**config.mk**
```make
export PLATFORM = sky130hd
export DESIGN_NAME = act_func_scheduler
export DESIGN_NICKNAME = d
export VERILOG_FILES = /design/src/rtl/act_pkg.sv /design/src/rtl/act_func_unit.sv /design/src/rtl/act_func_scheduler.sv
export SDC_FILE = /design/constraint.sdc
export NUM_CORES = 1
export LEC_CHECK = 0
export CELL_PAD_IN_SITES_DETAIL_PLACEMENT = 1
export CELL_PAD_IN_SITES_GLOBAL_PLACEMENT = 1
export CORE_MARGIN = 5
export CORE_UTILIZATION = 31
export CTS_CLUSTER_DIAMETER = 30
export DETAILED_ROUTE_END_ITERATION = 7
export GPL_TIMING_DRIVEN = 0
export HOLD_SLACK_MARGIN = 0.08
export PLACE_DENSITY = 0.82
export SLEW_MARGIN = 20
export SYNTH_ARGS = -nofsm -noshare
export SYNTH_HDL_FRONTEND = slang
export SYNTH_HIERARCHICAL = 1
export SYNTH_SLANG_ARGS = --single-unit
```
**constraint.sdc**
```tcl
create_clock -name iClk -period 3.95 [get_ports iClk]
set_input_delay 0.79 -clock iClk [delete_from_list [all_inputs] [get_ports iClk]]
set_output_delay 0.79 -clock iClk [all_outputs]
set_load 0.1 [all_outputs]
```
**src/rtl/act_pkg.sv**
```systemverilog
// Shared definitions for the activation scheduler: function-select codes.
package act_pkg;

  localparam int FUNC_W = 2;

  typedef enum logic [FUNC_W-1:0] {
    FUNC_RELU     = 2'b00,
    FUNC_LEAKY    = 2'b01,
    FUNC_HARDTANH = 2'b10,
    FUNC_SIGMOID  = 2'b11
  } func_e;

endpackage

```
**src/rtl/act_func_unit.sv**
```systemverilog
// Purely combinational activation datapath: (data, func) -> result in signed
// fixed point with DECIMAL_POINT fractional bits.
module act_func_unit
  import act_pkg::*;
#(
  parameter int WIDTH           = 8,
  parameter int DECIMAL_POINT   = 6,
  parameter int NEG_SLOPE_SHIFT = 5
) (
  input  logic [WIDTH-1:0]  data_i,
  input  logic [FUNC_W-1:0] func_i,
  output logic [WIDTH-1:0]  result_o
);

  localparam logic signed [WIDTH-1:0] ONE       = WIDTH'(1 << DECIMAL_POINT);
  localparam logic signed [WIDTH-1:0] NEG_ONE   = -ONE;
  localparam logic [WIDTH-1:0]        MAX_POS   = {1'b0, {(WIDTH-1){1'b1}}};
  localparam logic [WIDTH-1:0]        MOST_NEG  = {1'b1, {(WIDTH-1){1'b0}}};
  localparam logic [WIDTH-1:0]        HALF      = WIDTH'(1 << (DECIMAL_POINT-1));
  localparam logic [WIDTH-1:0]        FRAC_MASK = WIDTH'((1 << DECIMAL_POINT) - 1);
  localparam logic [WIDTH-1:0]        WIDTH_L   = WIDTH'(WIDTH);

  logic signed [WIDTH-1:0] x;
  logic [WIDTH-1:0]        mag;
  logic [WIDTH-1:0]        k;
  logic [WIDTH-1:0]        frac;
  logic [WIDTH-1:0]        sig_y;
  logic [WIDTH-1:0]        sig_out;

  always_comb begin
    x = signed'(data_i);
    // |x|, with the most-negative code clamped so it stays representable
    if (!x[WIDTH-1])            mag = data_i;
    else if (data_i == MOST_NEG) mag = MAX_POS;
    else                        mag = unsigned'(-x);
    k       = mag >> DECIMAL_POINT;
    frac    = mag & FRAC_MASK;
    sig_y   = (k >= WIDTH_L) ? '0 : ((HALF - (frac >> 2)) >> k);
    sig_out = x[WIDTH-1] ? sig_y : (unsigned'(ONE) - sig_y);

    case (func_i)
      FUNC_RELU:     result_o = x[WIDTH-1] ? '0 : data_i;
      FUNC_LEAKY:    result_o = x[WIDTH-1] ? unsigned'(x >>> NEG_SLOPE_SHIFT) : data_i;
      FUNC_HARDTANH: result_o = (x > ONE) ? unsigned'(ONE)
                              : (x < NEG_ONE) ? unsigned'(NEG_ONE) : data_i;
      default:       result_o = sig_out;
    endcase
  end

endmodule

```
**src/rtl/act_func_scheduler.sv**
```systemverilog
// Round-robin sharing of one activation unit among NUM_REQ requesters through
// a capture stage (A) and a compute/output stage (B), with full backpressure.
module act_func_scheduler
  import act_pkg::*;
#(
  parameter int WIDTH           = 8,
  parameter int DECIMAL_POINT   = 6,
  parameter int NEG_SLOPE_SHIFT = 5,
  parameter int NUM_REQ         = 4,
  parameter int ID_W            = 2
) (
  input  logic                      iClk,
  input  logic                      iRst,
  input  logic [NUM_REQ-1:0]        req_valid,
  output logic [NUM_REQ-1:0]        req_ready,
  input  logic [NUM_REQ*WIDTH-1:0]  req_data,
  input  logic [NUM_REQ*FUNC_W-1:0] req_func,
  output logic                      out_valid,
  input  logic                      out_ready,
  output logic [WIDTH-1:0]          out_data,
  output logic [ID_W-1:0]           out_id,
  output logic [FUNC_W-1:0]         out_func,
  output logic                      busy
);

  logic [WIDTH-1:0]  a_data_q, a_data_d;
  logic [FUNC_W-1:0] a_func_q, a_func_d;
  logic [ID_W-1:0]   a_id_q, a_id_d;
  logic              a_valid_q, a_valid_d;
  logic [WIDTH-1:0]  out_data_q, out_data_d;
  logic [FUNC_W-1:0] out_func_q, out_func_d;
  logic [ID_W-1:0]   out_id_q, out_id_d;
  logic              out_valid_q, out_valid_d;
  logic [ID_W-1:0]   ptr_q, ptr_d;

  logic              adv_a, adv_b, found;
  logic [ID_W-1:0]   grant_idx;
  logic [WIDTH-1:0]  fu_result;

  // Valid/ready contract on both sides: a transfer happens on a rising edge
  // where valid & ready are both high; a source holds its payload while
  // valid & !ready, and may drop valid before the transfer (it is re-arbitrated).
  assign adv_b = !out_valid_q || out_ready;
  assign adv_a = !a_valid_q || adv_b;

  // Priority starts just after the last granted requester and wraps.
  always_comb begin
    found     = 1'b0;
    grant_idx = '0;
    for (int i = 0; i < NUM_REQ; i++) begin
      if (!found && req_valid[i] && (i > int'(ptr_q))) begin
        found     = 1'b1;
        grant_idx = ID_W'(i);
      end
    end
    for (int i = 0; i < NUM_REQ; i++) begin
      if (!found && req_valid[i] && (i <= int'(ptr_q))) begin
        found     = 1'b1;
        grant_idx = ID_W'(i);
      end
    end
  end

  assign req_ready = (found && adv_a && !iRst) ? (NUM_REQ'(1) << grant_idx) : '0;

  act_func_unit #(
    .WIDTH           (WIDTH),
    .DECIMAL_POINT   (DECIMAL_POINT),
    .NEG_SLOPE_SHIFT (NEG_SLOPE_SHIFT)
  ) u_func (
    .data_i   (a_data_q),
    .func_i   (a_func_q),
    .result_o (fu_result)
  );

  always_comb begin
    a_data_d    = a_data_q;
    a_func_d    = a_func_q;
    a_id_d      = a_id_q;
    a_valid_d   = a_valid_q;
    ptr_d       = ptr_q;
    out_data_d  = out_data_q;
    out_func_d  = out_func_q;
    out_id_d    = out_id_q;
    out_valid_d = out_valid_q;

    if (adv_a) begin
      a_valid_d = found;
      if (found) begin
        a_data_d = req_data[int'(grant_idx)*WIDTH +: WIDTH];
        a_func_d = req_func[int'(grant_idx)*FUNC_W +: FUNC_W];
        a_id_d   = grant_idx;
        ptr_d    = grant_idx;
      end
    end

    if (adv_b) begin
      out_valid_d = a_valid_q;
      if (a_valid_q) begin
        out_data_d = fu_result;
        out_func_d = a_func_q;
        out_id_d   = a_id_q;
      end
    end
  end

  always_ff @(posedge iClk or posedge iRst) begin
    if (iRst) begin
      a_data_q    <= '0;
      a_func_q    <= '0;
      a_id_q      <= '0;
      a_valid_q   <= 1'b0;
      out_data_q  <= '0;
      out_func_q  <= '0;
      out_id_q    <= '0;
      out_valid_q <= 1'b0;
      ptr_q       <= ID_W'(NUM_REQ-1);
    end else begin
      a_data_q    <= a_data_d;
      a_func_q    <= a_func_d;
      a_id_q      <= a_id_d;
      a_valid_q   <= a_valid_d;
      out_data_q  <= out_data_d;
      out_func_q  <= out_func_d;
      out_id_q    <= out_id_d;
      out_valid_q <= out_valid_d;
      ptr_q       <= ptr_d;
    end
  end

  assign out_valid = out_valid_q;
  assign out_data  = out_data_q;
  assign out_id    = out_id_q;
  assign out_func  = out_func_q;
  assign busy      = a_valid_q || out_valid_q;

endmodule

```
==> Word level (Yosys, flattened, before mapping) <==
Index checks and enable logic that the tools add are counted.
{ "totals": {"output_inout_bits": 18, "ff_bits": 28} }
{ "op_classes": {"n_eq_ne": 3, "n_lt_le_gt_ge": 9, "shifts": 4, "muxes": 24, "addsub": 3, "n_reduce_logical": 29} }
{ "op_table": {"columns": ["op", "n"], "rows": [
  ["$mux W8", 7],
  ["$shiftx A32 B6 Y8", 1],
  ["$pmux W8 S3", 1],
  ["$logic_and A1 B1 Y1", 14],
  ["$mux W2", 6],
  ["$logic_not A1 Y1", 9],
  ["$eq A8 B8 Y1 const B", 1],
  ["$gt A8 B8 Y1 const B", 1],
  ["$lt A8 B7 Y1 const B", 1],
  ["$mux W1", 8],
  ["$neg A8 Y8", 1],
  ["$shiftx A8 B4 Y2", 1],
  ["$shr A8 B2 Y8", 1],
  ["$sub A7 B8 Y8 const A", 1],
  ["$mux W7", 1],
  ["$sub A6 B4 Y7 const A", 1],
  ["$ge A2 B4 Y1 const B", 1],
  ["$gt A2 B2 Y1 const A", 2],
  ["$le A2 B2 Y1 const A", 2],
  ["$mux W4", 1],
  ["$reduce_and A2 Y1", 2],
  ["$shl A1 B2 Y4 const A", 1],
  ["$logic_or A1 B1 Y1", 3],
  ["$eq A2 B1 Y1 const B", 1],
  ["other kinds (4)", 4]
]} }

==> Depth between registers and ports, before layout <==
Gate-level depths: netlist (run 1).
{ "depth": {"ltp_word": 29, "mapped_depth": 15, "ltp_nobuf": 12} }

==> Cells and area by module <==
Netlist (run 1), hierarchy kept.
{ "modules_own_cells": {"columns": ["module", "cells_each", "area_per_inst_um2", "n_inst", "seq_area_each_um2"], "rows": [
  ["act_func_scheduler", 155, 1665.3, 1, 703.2],
  ["act_func_unit", 133, 808.3, 1, 0.0]
]} }

==> Worst setup path before layout (run 1) <==
Ideal clock, no wire load.
{ "synth_path": {"kind": "input to output", "startpoint": "input port req_valid[0]", "endpoint": "output port req_ready[3]", "arrival_ns": 3.626, "required_ns": 3.160, "setup_slack_ns": -0.466, "cell_stages": 6, "cell_sequence": "buf_2 -> or2_1 -> a21oi_1 -> buf_2 -> o21ai_1 -> nor3_1"} }
{ "synth_between": {"elab_chain_len": 17, "word_cells_on_any_way": 22} }
{ "synth_lines": {"columns": ["item", "line", "source"], "rows": [
  ["from (decl)", "act_func_scheduler.sv:14", "input logic [NUM_REQ-1:0] req_valid,"],
  ["$logic_and A1 B1 Y1 *", "act_func_scheduler.sv:57", "if (!found && req_valid[i] && (i <= int'(ptr_q))) begin"],
  ["$mux W1", "act_func_scheduler.sv:57", null],
  ["$logic_not A1 Y1", "act_func_scheduler.sv:57", null],
  ["$logic_and A1 B1 Y1 (2 in a row)", "act_func_scheduler.sv:57", null],
  ["$mux W1", "act_func_scheduler.sv:57", null],
  ["$logic_not A1 Y1", "act_func_scheduler.sv:57", null],
  ["$logic_and A1 B1 Y1 (2 in a row)", "act_func_scheduler.sv:57", null],
  ["$mux W1", "act_func_scheduler.sv:57", null],
  ["$logic_not A1 Y1", "act_func_scheduler.sv:57", null],
  ["$logic_and A1 B1 Y1 (2 in a row)", "act_func_scheduler.sv:57", null],
  ["$mux W1", "act_func_scheduler.sv:57", null],
  ["$logic_and A1 B1 Y1 (2 in a row)", "act_func_scheduler.sv:64", "assign req_ready = (found && adv_a && !iRst) ? (NUM_REQ'(1) << grant_idx) : '0;"],
  ["$mux W4 *", "act_func_scheduler.sv:64", null],
  ["to (decl)", "act_func_scheduler.sv:15", "output logic [NUM_REQ-1:0] req_ready,"]
]} }
Mark *: on every way between the ends. The rest lies on a longest branch, timed or not.

==> Final worst setup path (run 1) <==
{ "layout_path": {"startpoint": "input port req_valid[3]", "endpoint": "output port req_ready[2]"} }
{ "layout_between": {"elab_chain_len": 21, "word_cells_on_any_way": 27} }
{ "layout_lines": {"columns": ["item", "line", "source"], "rows": [
  ["$logic_and A1 B1 Y1 (2 in a row)", "act_func_scheduler.sv:51", "if (!found && req_valid[i] && (i > int'(ptr_q))) begin"],
  ["$mux W1", "act_func_scheduler.sv:51", null],
  ["$logic_not A1 Y1", "act_func_scheduler.sv:57", null],
  ["$logic_and A1 B1 Y1", "act_func_scheduler.sv:57", null],
  ["$mux W1", "act_func_scheduler.sv:57", null],
  ["$logic_not A1 Y1", "act_func_scheduler.sv:57", null],
  ["$logic_and A1 B1 Y1 (2 in a row)", "act_func_scheduler.sv:57", null],
  ["$mux W1", "act_func_scheduler.sv:57", null],
  ["$logic_not A1 Y1", "act_func_scheduler.sv:57", null],
  ["$logic_and A1 B1 Y1 (2 in a row)", "act_func_scheduler.sv:57", null],
  ["$mux W1", "act_func_scheduler.sv:57", null],
  ["$logic_not A1 Y1", "act_func_scheduler.sv:57", null],
  ["$logic_and A1 B1 Y1 (2 in a row)", "act_func_scheduler.sv:57", null],
  ["$mux W1", "act_func_scheduler.sv:57", null],
  ["$logic_and A1 B1 Y1 (2 in a row)", "act_func_scheduler.sv:64", null],
  ["$mux W4 *", "act_func_scheduler.sv:64", null]
]} }
Marked as above.

==> results of run 1 <==
## power by group
group          switching, W  internal [W]  total [W]  leakage [nW]
Sequential        0.0000726      0.000374   0.000447         0.318
Combinational      0.000898      0.000443    0.00134         0.931
Clock             0.0000930      0.000136   0.000229        0.0357
## path summary, 6_finish.rpt
path                                                 to  slack (ps)  cells after the start               startpoint
worst max-delay path                       req_ready[2]         120                      7             req_valid[3]
worst min-delay path              a_id_q[1]$_DFFE_PP0P_         500                      1    a_id_q[1]$_DFFE_PP0P_
worst max register to register  out_data[4]$_DFFE_PP0P_         310                     14  a_data_q[7]$_DFFE_PP0P_
worst min register to register    a_id_q[1]$_DFFE_PP0P_         500                      1    a_id_q[1]$_DFFE_PP0P_
max in group asynchronous         a_id_q[0]$_DFFE_PP0P_        2560                      2                     iRst
min in group asynchronous         a_id_q[1]$_DFFE_PP0P_         980                      2                     iRst
## cells in the final DEF, fill, tap and decap left out, drive strengths merged, types with 4 or more instances in the layout
cell / n
clkdlybuf4s50: 58
nor2: 29
nand2: 28
dfrtp: 26
a21oi: 19
buf: 16
clkbuf: 16
o21ai: 14
a31oi: 14
mux2: 13
o211ai: 11
a221oi: 10
nor3: 8
nand3: 6
nand2b: 5
xor2: 5
inv: 5
and3: 5
a21o: 4
a211oi: 4
## state kept, by name, indices dropped and copies added, names as in the netlist, 2 cells and up
name / flops
a_data_q: 8
out_data: 8
a_func_q: 2
a_id_q: 2
out_func: 2
out_id: 2
ptr_q: 2
## what timing repair did
item / in CTS / in global routing
endpoints found under the setup margin: 6 / 7
gates resized for setup: 10 / 10
pin swaps: 0 / 0
## stage by stage
step / hold WS [ps] / util / setup slack [ps] / power, W
after CTS: 505 / 0.425 / 25.3 / 0.00202
after global placement: 462 / 0.415 / -392 / 0.00175
after floorplan: 443 / - / 386 / 0.00143
final: 497 / 0.425 / 121 / 0.00202
after global routing: 528 / 0.425 / 9.90 / 0.00214
after detailed placement: 480 / 0.415 / -392 / 0.00178
## metal layers
metal  part of all wire  up-vias
met5                  0        -
met4              0.020        0
met3              0.031       14
met2               0.52       61
met1               0.43     1261
li1                   -     1211
## cell type report
| type | instances | area share |
|---|---|---|
| clock inverters | 1 | 0.00909 |
| repair buffers | 62 | 0.187 |
| inverters | 5 | 0.00568 |
| flip-flops and latches | 28 | 0.213 |
| plain buffers | 28 | 0.0511 |
| clock buffers | 3 | 0.0125 |
| well taps | 102 | 0.0386 |
| multi-input cells | 227 | 0.484 |
## logic make-up after synthesis
family | count (synthesis) | share of synthesized area
adders and majority gates | 3 | 0.0152
AOI/OAI and AO/OA | 103 | 0.333
DFF | 28 | 0.284
buffers and inverters | 33 | 0.0738
and+or+nand+nor | 99 | 0.201
muxes | 16 | 0.0713
xor gates and xnor gates | 6 | 0.0212
## worst max-delay path, stage by stage
cell and delay (ps):
clkdlybuf4s50_1 540, buf_6 210, a21oi_2 130, o211a_1 200, buf_6 180, and3_1 170, clkdlybuf4s15_1 820
==> results.yml, run 1 <==
run_status:
  status: "complete, no violations"
layout:
  stdcell_count: 456
  area_growth_pct: 33.6
  antenna_cells: 0
  multi_input_comb_area_um2: 1600
  nFillCells: 928
  fin_area_um2: 3300
  drive_above_1_share: 0.169
  register_area_um2: 703
  layout.nets: 405
worst_setup_path:
  startpoint_type: "input port"
  cp-end-kind: "primary output"
  required_ps: 3160
  worst_ep_arrival_time_ps: 3040
  worst-setup-path-type: "in -> out"
  critPathMaxFanout: 10
synthesis:
  seq_area_frac_synth: 0.284
  synth_flop_cell: "dfrtp_1"
  syn-cell-area_um2: 2470
  synth.top_cell.area_share: 0.263
  avgSynthCellArea_um2: 8.59
  netlist_top_cells_area: "dfrtp_1, a221oi_2, mux2_1"
  yosys.area.top_type: "dfrtp_1"
  syn_inst: 288
  ys_top_cells_by_count: "nor2_1, nand2_1, dfrtp_1"
  syn_nets: 338
  yosysWarningCount: 6
  yosys.cell_count.top_type: "nor2_1"
  synth_edf_count: 0
  synth_cell_types: 64
  ys_ff_latch: 28
  synthArstFlopShare: 1.00
global_route:
  grt-busiest-layer: "met2"
  grt.met3_usage: 0.0224
  grt_pass1_vias: 2794
  grt_overflow: 0
  antenna_found_initial: 0
  grt_max_degree: 32
  track_usage: 0.172
  grt_pass1_wl_mm: 14.1
  met1_usage: 0.213
  use_met2: 0.306
clock_network:
  htreeDepth: 1
  clockRootBuffer: "clkbuf_8"
  cts_sinks: 28
  clock_path_buffers: 2
  post_cts_buffers: 0
  clk_latency_ps: 280
  numCtsBuffers: 3
  clkTransAtPathRegs_ps: 100
  holdBufCountCts: 0
  cts_tree: "built"
drt:
  post_drt_wl_per_cell_um: 18.0
  antenna_left: 0
  vias: 2547
  wl_mm: 8.22
  route.detailed.drc: 0
  vias_per_cell: 5.59
  first_iter_violations: 135
  drtPass1Iterations: 4
floorplanning:
  die_w_um: 99.3
  initial_core_util: 0.318
  dieArea_um2: 9870
  rows: 32
  coreArea_um2: 7770
  die_h_um: 99.3
  ios: 65
sta:
  fin_worst_skew_ps: 9.75
  setup_violations: 0
  setup_tns_ps: 0
  worst_pin_slew_ps: 996
  maxSlewViolCount: 0
  rsz0062_at_grt: "false"
  timing.slew.headroom: 0.334
  post-route-period-util: 0.969
  fmax_mhz: 261
  hold_violations: 0
  fin_crit_ps: 3830
power:
  power.static_leakage_nw: 1.28
  ir_drop_uv: 239
  powerDensity_nw_per_um2: 610
place:
  placedCellCount: 452
  place.detailed.hpwl_mm: 6.42
  placed_area_um2: 3230
  io_buffers: 62
  routabilityCongestion: 0.857
flow_run:
  max_cap_violations: 0
min_path:
  hold_class: "reg -> reg"
Power figures use the tool's default switching activity.
==> run 2: changes to the inputs <==
Settings changed: CORE_ASPECT_RATIO set to 1.25.
==> run 2 against run 1 <==
  * Critical endpoint unchanged
  * Final cell count is 1.5% lower
  * Non-clock buffer count stayed put
  * Total power rose by 0.60%
  * Largest power group unchanged
  * Register-to-register slack is essentially flat
  * First-iteration DRC count fell by 19%
==> results.yml, run 2 (synthesized netlist as in run 1, its figures left out) <==
flow_run:
  max_cap_violations: 0
power:
  powerDensity_nw_per_um2: 615
  ir_drop_uv: 393
  power.static_leakage_nw: 1.28
  power_w: 0.00203
place:
  routabilityCongestion: 0.920
  io_buffers: 62
  place.detailed.hpwl_mm: 6.60
  dpl_worst_slack_ps: -393
layout:
  nFillCells: 951
  final_common_cell: "clkdlybuf4s50_1"
  antenna_cells: 0
  layout.nets: 405
  drive_above_1_share: 0.169
  multi_input_comb_area_um2: 1600
  layout_common_cells: "clkdlybuf4s50_1, nor2_1, nand2_1, dfrtp_1, a21oi_1"
  register_area_um2: 703
  area_growth_pct: 33.3
sta:
  maxSlewViolCount: 0
  rsz0062_at_grt: "false"
  post-route-period-util: 0.965
  hold_violations: 0
  fmax_mhz: 262
  timing.slew.headroom: 0.331
  worst_pin_slew_ps: 1000
  setup_violations: 0
  setup_ws_ps: 139
  fin_worst_skew_ps: 8.61
  fin_crit_ps: 3810
  setup_tns_ps: 0
global_route:
  track_usage: 0.163
  antenna_found_initial: 0
  grt_pass1_wl_mm: 13.5
  grt_pass1_vias: 2753
  grt_overflow: 0
  grt_max_degree: 32
floorplanning:
  die_w_um: 89.9
  rows: 36
  ios: 65
  die_h_um: 110
  initial_core_util: 0.317
  coreArea_um2: 7790
  dieArea_um2: 9880
min_path:
  hold_class: "reg -> reg"
  hold_depth: 1
drt:
  first_iter_violations: 110
  drtPass1Iterations: 4
  vias_per_cell: 5.62
  post_drt_wl_per_cell_um: 18.4
  route.detailed.drc: 0
  wl_mm: 8.27
  vias: 2523
  antenna_left: 0
worst_setup_path:
  startpoint_type: "input port"
  cp-end-kind: "primary output"
  worst_ep_arrival_time_ps: 3020
  critical_path.max_stage_delay_ps: 830
  required_ps: 3160
  crit_chain: "clkdlybuf4s50_1 > buf_6 > a21oi_2 > o211a_1 > buf_6 > and3_1 > clkdlybuf4s15_1"
  worstRegToRegCells: 14
  crit_top_cell: "buf_6"
  worst-setup-path-type: "in -> out"
  cpMaxStageDelayCell: "clkdlybuf4s15_1"
  critPathMaxFanout: 10
clock_network:
  clockRootBuffer: "clkbuf_8"
  numCtsBuffers: 3
  cts_sinks: 28
  htreeDepth: 1
  holdBufCountCts: 0
  cts_tree: "built"
  clk_latency_ps: 280
  clock_path_buffers: 2
  post_cts_buffers: 0
  clkTransAtPathRegs_ps: 100
run_status:
  status: "complete, no violations"
-- run 2: cell types whose count changed in the layout (fill, tap and decap cells not counted), sizes merged --
cell / before / now
clkdlybuf4s18: 1 / 0
clkdlybuf4s15: 2 / 3
-- run 2: power by group --
group	switching [W]	internal, W
combinational	0.000906	0.000444
clock	0.0000930	0.000136
sequential	0.0000753	0.000374
total	0.00107	0.000954
-- run 2: repair_timing --
| item | CTS | global route |
|---|---|---|
| resized for setup | 10 | 9 |
| gates cloned | 0 | 0 |
| endpoints found under the setup margin | 6 | 7 |
-- run 2: cell type report --
class | count | share of cell area
plain buffers | 28 | 0.0512
clock buffers | 3 | 0.0125
clock inverters | 1 | 0.00911
inverters | 5 | 0.00569
multi-input cells | 227 | 0.485
flip-flops and latches | 28 | 0.213
well taps | 95 | 0.0361
repair buffers | 62 | 0.187
-- run 2: through the flow --
step	hold slack, ps	std cells	utilization	cell area [um^2]
2_1_floorplan	443	288	-	2480
3_3_place_gp	457	445	0.413	3220
3_5_place_dp	464	445	0.413	3220
4_1_cts	488	449	0.423	3300
5_1_grt	518	449	0.423	3300
6_report	485	449	0.423	3300
-- run 2: worst paths after layout --
path	slack, ps	start	to
setup reg to reg	320	a_data_q[7]$_DFFE_PP0P_	out_data[4]$_DFFE_PP0P_
min in group asynchronous	970	iRst	a_data_q[3]$_DFFE_PP0P_
hold / removal	480	a_id_q[1]$_DFFE_PP0P_	a_id_q[1]$_DFFE_PP0P_
hold reg to reg	480	a_id_q[1]$_DFFE_PP0P_	a_id_q[1]$_DFFE_PP0P_
max in group asynchronous	2560	iRst	a_id_q[0]$_DFFE_PP0P_
setup / recovery	140	req_valid[3]	req_ready[2]
-- run 2: critical path, delay by kind of cell --
kind                   cells  cell delay, ps
AO/OA/AOI/OAI              2             320
buffers and inverters      4            1740
AND/OR/NAND/NOR            1             170
-- run 2: layer usage --
layer / global-route usage / routed length, um / vias to the layer above / share of wire
li1: - / - / 1209 / -
met1: 0.180 / 3310 / 1248 / 0.40
met2: 0.329 / 4490 / 51 / 0.54
met3: 0.0164 / 263 / 15 / 0.032
met4: 0.0426 / 198 / 0 / 0.024
met5: 0 / 0 / - / 0
==> run 3: changes to the inputs <==
Settings changed: SLEW_MARGIN 20 to not set.
==> run 3 against run 2 <==
  * Sequential power barely moved
  * Final cell count increased by 0.22%
  * Count of clock-buffer cells in the layout unchanged
  * Non-clock buffer count unchanged
  * Total power about the same
  * Flip-flop and latch count is the same
  * Critical endpoint unchanged
  * Largest power group unchanged
==> results.yml, run 3 (synthesized netlist as in run 1, its figures left out) <==
sta:
  whs_ps: 485
  worst_pin_slew_ps: 999
  rsz0062_at_grt: "false"
  fin_worst_skew_ps: 8.97
  timing.slew.headroom: 0.332
  fmax_mhz: 263
  setup_ws_ps: 141
  post-route-period-util: 0.964
  setup_violations: 0
  hold_violations: 0
  maxSlewViolCount: 0
  fin_crit_ps: 3810
min_path:
  hold_class: "reg -> reg"
  hold_depth: 1
global_route:
  grt_max_degree: 32
  grt_pass1_wl_mm: 13.5
  antenna_found_initial: 0
  grt_overflow: 0
  track_usage: 0.163
  grt_pass1_vias: 2751
power:
  powerDensity_nw_per_um2: 613
  power.static_leakage_nw: 1.28
  p_seq_frac: 0.222
  ir_drop_uv: 393
  combPwrFrac: 0.667
  power_w: 0.00203
  sw_frac_of_total: 0.529
  power_frac_clock: 0.112
  switching_power_w: 0.00107
  internal_power_w: 0.000954
drt:
  vias: 2548
  route.detailed.drc: 0
  wl_mm: 8.35
  first_iter_violations: 113
  post_drt_wl_per_cell_um: 18.5
  vias_per_cell: 5.66
  antenna_left: 0
  drtPass1Iterations: 4
floorplanning:
  rows: 36
  coreArea_um2: 7790
  dieArea_um2: 9880
  ios: 65
  die_w_um: 89.9
  die_h_um: 110
  initial_core_util: 0.317
layout:
  final_common_cell: "clkdlybuf4s50_1"
  drive_above_1_share: 0.172
  area_growth_pct: 33.6
  antenna_cells: 0
  layout_common_cells: "clkdlybuf4s50_1, nor2_1, nand2_1, dfrtp_1, a21oi_1"
  multi_input_comb_area_um2: 1600
  nFillCells: 951
  register_area_um2: 703
  layout.nets: 406
worst_setup_path:
  crit_chain: "clkdlybuf4s50_1 > buf_6 > a21oi_2 > o211a_1 > buf_6 > and3_1 > clkdlybuf4s15_1"
  r2r_end: "out_data[4]$_DFFE_PP0P_"
  cp-end-kind: "primary output"
  critPathLaunch: "req_valid[3]"
  required_ps: 3160
  cpMaxStageDelayCell: "clkdlybuf4s15_1"
  r2r_setup_slack_ps: 320
  reg2reg_from: "a_data_q[7]$_DFFE_PP0P_"
  crit_top_cell: "buf_6"
  worstRegToRegCells: 14
  worst_ep_arrival_time_ps: 3020
  startpoint_type: "input port"
  critPathMaxFanout: 10
  worst-setup-path-type: "in -> out"
  endpoint: "req_ready[2]"
  critical_path.max_stage_delay_ps: 830
clock_network:
  numCtsBuffers: 3
  cts_tree: "built"
  htreeDepth: 1
  clkTransAtPathRegs_ps: 100
  clockRootBuffer: "clkbuf_8"
  post_cts_buffers: 0
  cts_sinks: 28
  clock_path_buffers: 2
  holdBufCountCts: 0
  clk_latency_ps: 280
run_status:
  status: "complete, no violations"
place:
  routabilityCongestion: 0.920
  dpl_worst_slack_ps: -414
  place.detailed.hpwl_mm: 6.60
  io_buffers: 62
flow_run:
  max_cap_violations: 0
[run 3: how the worst min path moves through the flow]
stage | slack (ps) | start | endpoint
6_report | 480 | a_id_q[1]$_DFFE_PP0P_ | a_id_q[1]$_DFFE_PP0P_
5_1_grt | 520 | a_id_q[1]$_DFFE_PP0P_ | a_id_q[1]$_DFFE_PP0P_
4_1_cts | 490 | a_id_q[1]$_DFFE_PP0P_ | a_id_q[1]$_DFFE_PP0P_
3_5_place_dp | 460 | a_id_q[1]$_DFFE_PP0P_ | a_id_q[1]$_DFFE_PP0P_
3_3_place_gp | 460 | a_id_q[1]$_DFFE_PP0P_ | a_id_q[1]$_DFFE_PP0P_
2_1_floorplan | 440 | a_id_q[1]$_DFFE_PP0P_ | a_id_q[1]$_DFFE_PP0P_
[run 3: critical path, delay by kind of cell]
kind | cells | cell delay (ps)
buffers and inverters | 4 | 1740
and+or+nand+nor | 1 | 170
AOI/OAI and AO/OA | 2 | 310
[run 3: area by class of cell]
type | count | share of cell area
Multi-Input combinational cell | 227 | 0.483
Sequential cell | 28 | 0.213
Timing Repair Buffer | 62 | 0.187
Buffer | 28 | 0.0511
Tap cell | 95 | 0.0360
Clock buffer | 3 | 0.0125
Clock inverter | 1 | 0.00908
Inverter | 5 | 0.00681
Timing Repair inverter | 1 | 0.00151
[run 3: stage by stage]
stage                     area [um^2]   util  TNS (ps)  cells
after global placement           3220  0.413     -1700    445
after global routing             3310  0.424         0    450
after detailed placement         3220  0.413     -2060    445
after floorplan                  2480      -         0    288
after CTS                        3300  0.423         0    449
final                            3310  0.424         0    450
[run 3: per-layer routing]
metal	vias up	global-route usage	part of all wire
li1	1210	-	-
met1	1265	0.180	0.39
met2	57	0.330	0.55
met3	16	0.0164	0.033
met4	0	0.0426	0.027
met5	-	0	0
[run 3: what timing repair did]
item                       4_1_cts  5_1_grt
hold endpoints to repair         0        0
resized for setup               11        9
setup endpoints to repair        6        7
cloned                           0        1
[run 3: power by group through the flow]
stage / combinational, W / clock (W) / sequential (W)
global placement: 0.00131 / 0 / 0.000450
floorplan: 0.000624 / 0 / 0.000806
CTS: 0.00135 / 0.000232 / 0.000452
global route: 0.00144 / 0.000243 / 0.000462
finish: 0.00135 / 0.000226 / 0.000449
detailed placement: 0.00134 / 0 / 0.000458
